--- src/rtl/uart_tx_fifo_drain_pkg.sv ---
// Shared UART constants: FSM encodings, default baud timing and counter sizing.
// The receiver imports this package too.
package uart_tx_fifo_drain_pkg;

    typedef enum logic [1:0] {
        IDLE  = 2'd0,
        START = 2'd1,
        DATA  = 2'd2,
        STOP  = 2'd3
    } uart_state_t;

    localparam int UART_CLK_HZ       = 100_000_000;
    localparam int UART_BAUD         = 115_200;
    localparam int UART_CLKS_PER_BIT = UART_CLK_HZ / UART_BAUD;
    localparam int UART_DATA_WIDTH   = 8;

    // Bits needed to count 0..n-1; never narrower than one bit.
    function automatic int cnt_w(input int n);
        return (n < 2) ? 1 : $clog2(n);
    endfunction

endpackage

--- src/rtl/uart_tx_fifo_drain_if.sv ---
// Show-ahead FIFO read port: head word and empty flag from the FIFO, pop strobe back.
interface uart_tx_fifo_drain_if #(
    parameter int DATA_WIDTH = 8
);
    logic                  fifo_empty;
    logic [DATA_WIDTH-1:0] fifo_data;
    logic                  fifo_ren;

    modport master (output fifo_empty, output fifo_data, input  fifo_ren);
    modport slave  (input  fifo_empty, input  fifo_data, output fifo_ren);
endinterface

--- src/rtl/uart_tx_fifo_drain_baud_tick.sv ---
// Baud counter: counts 0..CLKS_PER_BIT-1 and wraps, tick marks the last cycle of a bit.
// clear holds the count at zero so a frame always starts on a full bit period.
module uart_baud_tick
    import uart_tx_fifo_drain_pkg::*;
#(
    parameter int CLKS_PER_BIT = UART_CLKS_PER_BIT
) (
    input  logic clk,
    input  logic reset,
    input  logic clear,
    output logic tick
);
    localparam int            CW   = cnt_w(CLKS_PER_BIT);
    localparam logic [CW-1:0] TERM = CW'(CLKS_PER_BIT - 1);

    logic [CW-1:0] cnt;

    always_ff @(posedge clk) begin
        if (reset || clear)
            cnt <= '0;
        else if (cnt == TERM)
            cnt <= '0;
        else
            cnt <= cnt + 1'b1;
    end

    assign tick = (cnt == TERM);

endmodule

--- src/rtl/uart_tx_fifo_drain.sv ---
// UART transmitter that pulls words straight out of a show-ahead FIFO and sends
// start / DATA_WIDTH bits LSB first / stop, chaining frames with no idle gap.
module uart_tx_fifo_drain
    import uart_tx_fifo_drain_pkg::*;
#(
    parameter int DATA_WIDTH   = UART_DATA_WIDTH,
    parameter int CLKS_PER_BIT = UART_CLKS_PER_BIT
) (
    input  logic                  clk,
    input  logic                  reset,
    uart_tx_fifo_drain_if.slave   fifo,
    output logic                  tx,
    output logic                  busy
);
    localparam int            BW       = cnt_w(DATA_WIDTH);
    localparam logic [BW-1:0] LAST_BIT = BW'(DATA_WIDTH - 1);

    uart_state_t           state_q, state_d;
    logic [DATA_WIDTH-1:0] shreg_q, shreg_d;
    logic [BW-1:0]         bit_q, bit_d;
    logic                  tx_d, busy_d;
    logic                  pop;
    logic                  tick;

    uart_baud_tick #(
        .CLKS_PER_BIT (CLKS_PER_BIT)
    ) u_baud (
        .clk   (clk),
        .reset (reset),
        .clear (state_q == IDLE),
        .tick  (tick)
    );

    always_comb begin
        state_d = state_q;
        shreg_d = shreg_q;
        bit_d   = bit_q;
        pop     = 1'b0;
        case (state_q)
            IDLE:  pop = !fifo.fifo_empty;
            START: if (tick) begin
                state_d = DATA;
                bit_d   = '0;
            end
            DATA:  if (tick) begin
                shreg_d = shreg_q >> 1;
                if (bit_q == LAST_BIT) begin
                    state_d = STOP;
                    bit_d   = '0;
                end else begin
                    bit_d = bit_q + 1'b1;
                end
            end
            STOP:  if (tick) begin
                if (!fifo.fifo_empty) pop = 1'b1;
                else                  state_d = IDLE;
            end
            default: state_d = IDLE;
        endcase
        // A pop from IDLE or the last stop cycle loads the next word directly.
        if (pop) begin
            state_d = START;
            shreg_d = fifo.fifo_data;
            bit_d   = '0;
        end
        case (state_d)
            START:   tx_d = 1'b0;
            DATA:    tx_d = shreg_d[0];
            default: tx_d = 1'b1;
        endcase
        busy_d = (state_d != IDLE);
    end

    assign fifo.fifo_ren = pop && !reset;

    always_ff @(posedge clk) begin
        if (reset) begin
            state_q <= IDLE;
            shreg_q <= '0;
            bit_q   <= '0;
            tx      <= 1'b1;
            busy    <= 1'b0;
        end else begin
            state_q <= state_d;
            shreg_q <= shreg_d;
            bit_q   <= bit_d;
            tx      <= tx_d;
            busy    <= busy_d;
        end
    end

endmodule
--- src/flat_wrapper.sv ---
// flat-port wrapper written by rule: the top's interface ports become plain ports
module uart_tx_fifo_drain_flat import uart_tx_fifo_drain_pkg::*;
#(
    parameter int DATA_WIDTH   = UART_DATA_WIDTH,
    parameter int CLKS_PER_BIT = UART_CLKS_PER_BIT
)
  (clk, reset, tx, busy, fifo_fifo_empty, fifo_fifo_data, fifo_fifo_ren);
  uart_tx_fifo_drain_if #(.DATA_WIDTH(DATA_WIDTH)) fifo_i ();
  input  logic clk;
  input  logic reset;
  output logic tx;
  output logic busy;
  input wire logic [$bits(fifo_i.fifo_empty)-1:0] fifo_fifo_empty;
  input wire logic [$bits(fifo_i.fifo_data)-1:0] fifo_fifo_data;
  output wire logic [$bits(fifo_i.fifo_ren)-1:0] fifo_fifo_ren;
  assign fifo_i.fifo_empty = fifo_fifo_empty;
  assign fifo_i.fifo_data = fifo_fifo_data;
  assign fifo_fifo_ren = fifo_i.fifo_ren;
  uart_tx_fifo_drain #(.DATA_WIDTH(DATA_WIDTH), .CLKS_PER_BIT(CLKS_PER_BIT)) u_core (.clk(clk), .reset(reset), .fifo(fifo_i), .tx(tx), .busy(busy));
endmodule
--- config.mk ---
export PLATFORM = sky130hd
export DESIGN_NAME = uart_tx_fifo_drain_flat
export DESIGN_NICKNAME = d
export VERILOG_FILES = /design/src/rtl/uart_tx_fifo_drain_pkg.sv /design/src/rtl/uart_tx_fifo_drain_if.sv /design/src/rtl/uart_tx_fifo_drain_baud_tick.sv /design/src/rtl/uart_tx_fifo_drain.sv /design/src/flat_wrapper.sv
export SDC_FILE = /design/constraint.sdc
export NUM_CORES = 1
export LEC_CHECK = 0
export ABC_CLOCK_PERIOD_IN_PS = 2080
export CAP_MARGIN = 20
export CORE_AREA = 2 2 76 42
export CTS_CLUSTER_SIZE = 10
export DETAILED_ROUTE_END_ITERATION = 6
export DIE_AREA = 0 0 78 44
export GPL_TIMING_DRIVEN = 0
export HOLD_SLACK_MARGIN = 0.03
export PLACE_DENSITY = 0.7
export SLEW_MARGIN = 20
export SYNTH_ARGS = -nofsm -noshare
export SYNTH_HDL_FRONTEND = slang
export SYNTH_SLANG_ARGS = --single-unit
--- constraint.sdc ---
create_clock -name clk -period 2.08 [get_ports clk]
set_input_delay 0.312 -clock clk [delete_from_list [all_inputs] [get_ports clk]]
set_output_delay 0.312 -clock clk [all_outputs]
set_load 0.02 [all_outputs]
# [Word-level counts from Yosys, hierarchy flattened]
# Index checks and enable logic that the tools add are counted.
[op_classes] shifts=0 muxes=18 multipliers=0 add_sub_neg=2 magnitude_cmp=0 bitwise=0 n_reduce_logical=13 n_eq_ne=9 n_div=0
[op_table] operator="two-way mux 8 bit" count=3
[op_table] operator="two-way mux 2 bit" count=6
[op_table] operator="adder 10 x 1 -> 10 bit (second input constant)" count=1
[op_table] operator="== test 10 bit (second input constant)" count=1
[op_table] operator="two-way mux 3 bit" count=3
[op_table] operator="nonzero test 2 bit" count=4
[op_table] operator="== test 2 bit (second input constant)" count=3
[op_table] operator="one-hot mux 2 bit (3 select lines)" count=1
[op_table] operator="one-hot mux 3 bit (2 select lines)" count=1
[op_table] operator="== test 2 x 1 -> 1 bit (second input constant)" count=2
[op_table] operator="!= test 2 x 1 -> 1 bit (second input constant)" count=2
[op_table] operator="one-hot mux 1 bit (2 select lines)" count=2
[op_table] operator="OR reduction 2 bit" count=2
[op_table] operator="adder 3 x 1 -> 3 bit (second input constant)" count=1
[op_table] operator="== test 3 bit (second input constant)" count=1
[op_table] operator="AND reduction 3 bit" count=1
[op_table] operator="logical NOT 1 bit" count=2
[op_table] operator="logical NOT 2 bit" count=1
[op_table] operator="two-way mux 1 bit" count=2
[op_table] operator="AND reduction 2 bit" count=1
[op_table] operator="logical AND 1 bit" count=1
[op_table] operator="logical OR 1 bit" count=1
[word_totals] out_inout_bits=3 memories=0 mem_bits_ro=0 latchBits=0 ram_bits=0 elab_cells=49 register_bits=25

# [Depth between registers and ports, before layout]
[depth] word_depth=7 mapped_depth=9

# [By module]
# A second synthesis with hierarchy kept.
[unflattened] cells_unflattened=147 area_unflattened_um2=1287.5
[modules_own_cells] mod="uart_tx_fifo_drain" n_inst=1 seq_area_each_um2=300.3 area_per_inst_um2=833.3 cells_per_inst=94
[modules_own_cells] mod="uart_baud_tick" n_inst=1 seq_area_each_um2=200.2 area_per_inst_um2=454.2 cells_per_inst=53

# [Worst setup path after synthesis]
# No wires, ideal clock.
[synth_path] path_kind="register to output" startpoint="register u_core.u_baud.cnt[0]" endpoint="output port fifo_fifo_ren" arrival_time_ns=1.862 path_stages_with_launch=8 required_time_ns=1.768 path_slack_ns=-0.094 n_path_buf=2 cell_sequence="dfxtp_1 > ha_1 > and4bb_2 > a41oi_1 > or3_1 > clkbuf_1 > buf_2 > nor2_1"
[synth_via] elab_chain_len=4
[synth_lines] item="start: declaration" line_no="uart_tx_fifo_drain_baud_tick.sv:16" source="logic [CW-1:0] cnt;"
[synth_lines] item="start signal: assignment" line_no="uart_tx_fifo_drain_baud_tick.sv:24" source="cnt <= cnt + 1'b1;"
[synth_lines] item="== test 10 bit" line_no="uart_tx_fifo_drain_baud_tick.sv:27" source="assign tick = (cnt == TERM);"
[synth_lines] item="two-way mux 1 bit" line_no="uart_tx_fifo_drain.sv:54" source="STOP: if (tick) begin"
[synth_lines] item="one-hot mux 1 bit (2 select lines)" line_no="uart_tx_fifo_drain.sv:39" source="case (state_q)"
[synth_lines] item="logical AND 1 bit" line_no="uart_tx_fifo_drain.sv:74" source="assign fifo.fifo_ren = pop && !reset;"
[synth_lines] item="end: declaration" line_no="flat_wrapper.sv:15" source="output wire logic [$bits(fifo_i.fifo_ren)-1:0] fifo_fifo_ren;"
# No other way between the ends.

# [Final worst setup path]
# Ends and elaborated chain as after synthesis.

==> flow_results.org <==
** Status
- Outcome :: finished with violations
- Violations in the final reports :: setup timing

** Final layout
- Share of post-route cells with drive strength above 1 :: 22.0%
- At the end of the flow, the number of nets in the layout was 187.
- Commonest non-fill, non-tap cells in the layout :: sky130_fd_sc_hd__dfxtp_1, sky130_fd_sc_hd__nor2_1, sky130_fd_sc_hd__nand2_1
- After filler insertion, the fill cell instance count of the layout stands at 236.
- Most common cell after layout, fill and taps aside :: sky130_fd_sc_hd__dfxtp_1
- The multi-input combinational cells in the finished layout cover a total of 763 um2.
- Summing all flip-flop and latch instances after layout gives 504 um2.
- Number of diodes :: 0
- Compared with the post-synthesis result, the final layout area differs by 27.3%.
- Fin area :: 1620 um2

** Critical path
- The number of cells on the worst reg-to-reg path is 9.
- The worst register-to-register path ends at u_core.tx$_SDFF_PP1_.
- Register-to-register setup slack :: 0.03 ns
- Required time of the worst setup path :: 1.77 ns
- Crit start category :: flip-flop
- The critical path is of the flip-flop to output port type.
- At the worst endpoint, the arrival time is 1.78 ns.
- Launch point of the worst reg-to-reg path :: u_core.u_baud.cnt[0]$_SDFF_PP0_
- Setup crit end kind :: output port
- Of all nets on the critical path, the largest fanout is 3.

** Placed design
- Standard cell area after detailed placement :: 1450 um2
- Routability-driven placement finished with a final weighted congestion of roughly 0.84.
- OpenSTA, run right after detailed placement, puts the worst setup slack at -0.668 ns.
- Detailed Place HPWL :: 2120 um
- Buffers on Ports :: 12

** Synth
- Sorting the synthesized cells by area gives the leading types as sky130_fd_sc_hd__dfxtp_1, sky130_fd_sc_hd__ha_1, sky130_fd_sc_hd__nor2_1.
- In the synthesized netlist the async set-or-reset flop fraction comes to 0%.
- The top cell type by area accounts for a little under 40% of the synthesized area.
- Of all cell types, the one taking the most synthesized area is sky130_fd_sc_hd__dfxtp_1.
- Post-synthesis instance area :: 1270 um2
- Synthesis produced ~140 cells.
- Number of warnings reported in the yosys synthesis log :: 0
- The synthesized netlist contains between 40 and 50 unique library cells.
- Sequential elements use about two fifths of the synthesized area.
- Yosys mapped a number of flops with a built-in enable equal to 0.
- In the synthesized netlist the dominant register cell turns out to be sky130_fd_sc_hd__dfxtp_1.
- Post-Syn Nets :: around 160
- Mean area per synthesized cell :: 8.82 um2
- Total of flip-flops plus latches after synthesis :: 25

** STA
- Slew Viols, Final :: 0
- Setup repair after global routing missed its margin :: true
- Final Hold Viols :: 0
- Relative slew slack :: 31.1%
- Smallest hold slack :: around 0.48 ns
- Fin crit share :: 101%
- Summed over all failing endpoints, the final setup total negative slack is -0.0114 ns.
- On the final layout, the worst clock skew is 0.00647 ns.
- Highest clock rate :: 478 MHz
- Setup-violating endpoint count in the final report :: 1
- Final critical delay including setup and external delays :: 2.09 ns
- Across all setup checks in the final design, the least slack found is -0.0114 ns.
- At the pin with the least slew margin, the transition time is ~1.0 ns.

** CTS
- Counting along the longest clock path gives a buffer depth of 2.
- Clock buffers created by TritonCTS :: 3
- CTS built an H-tree with a depth of 1.
- CTS tree :: yes
- The clock net in this run drives a total of 25 sinks.
- Clock-pin slew was measured on the worst setup and hold paths at around 0.08 ns.
- CTS Hold Bufs :: 0
- Clock latency on the worst-skew pair, taken at its later pin, is 0.27 ns.
- Clock Tree Root :: sky130_fd_sc_hd__clkbuf_8

** Power and ir drop
- The analysis attributes to cell leakage a power of about 0.60 nW.
- Across the VDD grid, the largest voltage drop is approximately 0.00036 V.
- Overall power after layout :: 0.966 mW
- Power per cell area :: 597 nW/um2

** Floorplan
- Placement Rows :: 14
- The floorplan step defined a die boundary enclosing 3430 um2.
- Die Ht :: 44 um
- Once the floorplan was initialized, standard cells occupied 45.3% of the core.
- Floorplan core area :: 2800 um2
- Horizontal extent of the die :: 78 um
- For this design the top-level I/O count stands at 14.

** GRT
- Via count of the first global-routing pass :: 1010
- Maximum number of pins on one net before global-route repair :: 14
- GRT Resource Usage Total :: a little under a fifth
- Number of antenna violations at the first check in global routing :: 0
- Global routing finished with a remaining overflow of 0.
- First-pass GRT wire length :: 4860 um

** Routing
- Routed length per placed instance :: 14.4 um
- Once detail routing completed, the nets flagged for antenna violations numbered 0.
- For this run, the detailed router's first-pass iteration total came to 4.
- Number of remaining DRC errors :: 0
- After detailed routing, the total wire length is 3000 um.
- The routed layout has 1131 vias.
- Starting DRC count in detailed routing :: 81
- Detail-routed via count per cell :: 5.44

** Run
- The tool flagged a number of max-cap violations equal to 0.

** Min path
- Hold worst-path end :: u_core.bit_q[2]$_SDFFE_PP0P_
- The worst hold path belongs to the class flip-flop to flip-flop.
- Hold Path Depth :: 2
- The worst hold path begins at u_core.bit_q[2]$_SDFFE_PP0P_.
flip-flops by register name (all words and copies together) (netlist names):
signal             count
u_core.u_baud.cnt     10
u_core.shreg_q         8
u_core.bit_q           3
u_core.state_q         2
u_core.busy            1
u_core.tx              1
logic make-up after synthesis:
family,after synthesis,synth area share (%)
adder cells (fa/ha/maj),7,6.90
multiplexers,2,1.67
AND/OR/NAND/NOR,68,28.7
flip-flops,25,39.4
AO/OA/AOI/OAI,22,13.5
buffers and inverters,12,4.33
XOR/XNOR,8,5.52
per-layer routing:
layer,vias up,global-route usage [%],wire [um]
li1,563,-,-
met1,538,27.1,1570
met2,28,27.9,1280
met3,2,4.38,133
met4,0,4.21,12
met5,-,0,0
where the power goes:
| group | switching, mW | total (mW) | internal, mW |
|---|---|---|---|
| clock network | 0.155 | 0.292 | 0.137 |
| logic | 0.0847 | 0.158 | 0.0729 |
| registers | 0.0133 | 0.516 | 0.503 |
cell type report:
cell class | instances | area share, %
multi-input cells | 107 | 47.2
flip-flops and latches | 25 | 31.2
repair buffers | 24 | 13.1
well taps | 40 | 3.10
clock buffers | 4 | 2.79
plain buffers | 5 | 1.93
inverters | 3 | 0.697
worst max-delay path by stage:
stage | start | to | slack [ns] | depth (start not counted)
after floorplan | u_core.u_baud.cnt[0]$_SDFF_PP0_ | fifo_fifo_ren | 0.04 | 7
after global placement | u_core.u_baud.cnt[0]$_SDFF_PP0_ | fifo_fifo_ren | -0.65 | 8
after detailed placement | u_core.u_baud.cnt[0]$_SDFF_PP0_ | fifo_fifo_ren | -0.67 | 8
after CTS | u_core.u_baud.cnt[1]$_SDFF_PP0_ | fifo_fifo_ren | -0.10 | 7
after global routing | u_core.u_baud.cnt[0]$_SDFF_PP0_ | fifo_fifo_ren | -0.09 | 6
final | u_core.u_baud.cnt[0]$_SDFF_PP0_ | fifo_fifo_ren | -0.01 | 6
stage by stage:
stage | util (%) | std cells
after global placement | 51.7 | 196
final | 57.7 | 208
after detailed placement | 51.7 | 196
after global routing | 57.7 | 208
after floorplan | - | 144
after CTS | 56.3 | 205
Yosys cell counts, drive strengths merged, types with 2 or more instances:
cell	instances
clkbuf	6
ha	7
or3	2
nand3	11
nor2	20
xor2	4
nand4	4
inv	3
buf	3
nand2	13
o21ai	4
a21oi	4
a211oi	2
and2	2
and3	2
xnor2	4
dfxtp	25
nor3	5
a311oi	6
critical path, cell delays in order, from the launching register on:
cell	delay [ns]
sky130_fd_sc_hd__dfxtp_2	0.36
sky130_fd_sc_hd__ha_4	0.13
sky130_fd_sc_hd__and4bb_2	0.25
sky130_fd_sc_hd__a41oi_2	0.13
sky130_fd_sc_hd__or3_4	0.42
sky130_fd_sc_hd__nor2_4	0.09
sky130_fd_sc_hd__buf_6	0.12
what timing repair did:
item	4_1_cts	5_1_grt
endpoints found under the setup margin	12	17
resized for setup	16	7
gates cloned	0	0
buffers inserted	7	5
pin swaps	5	4
Power figures use the tool's default switching activity.
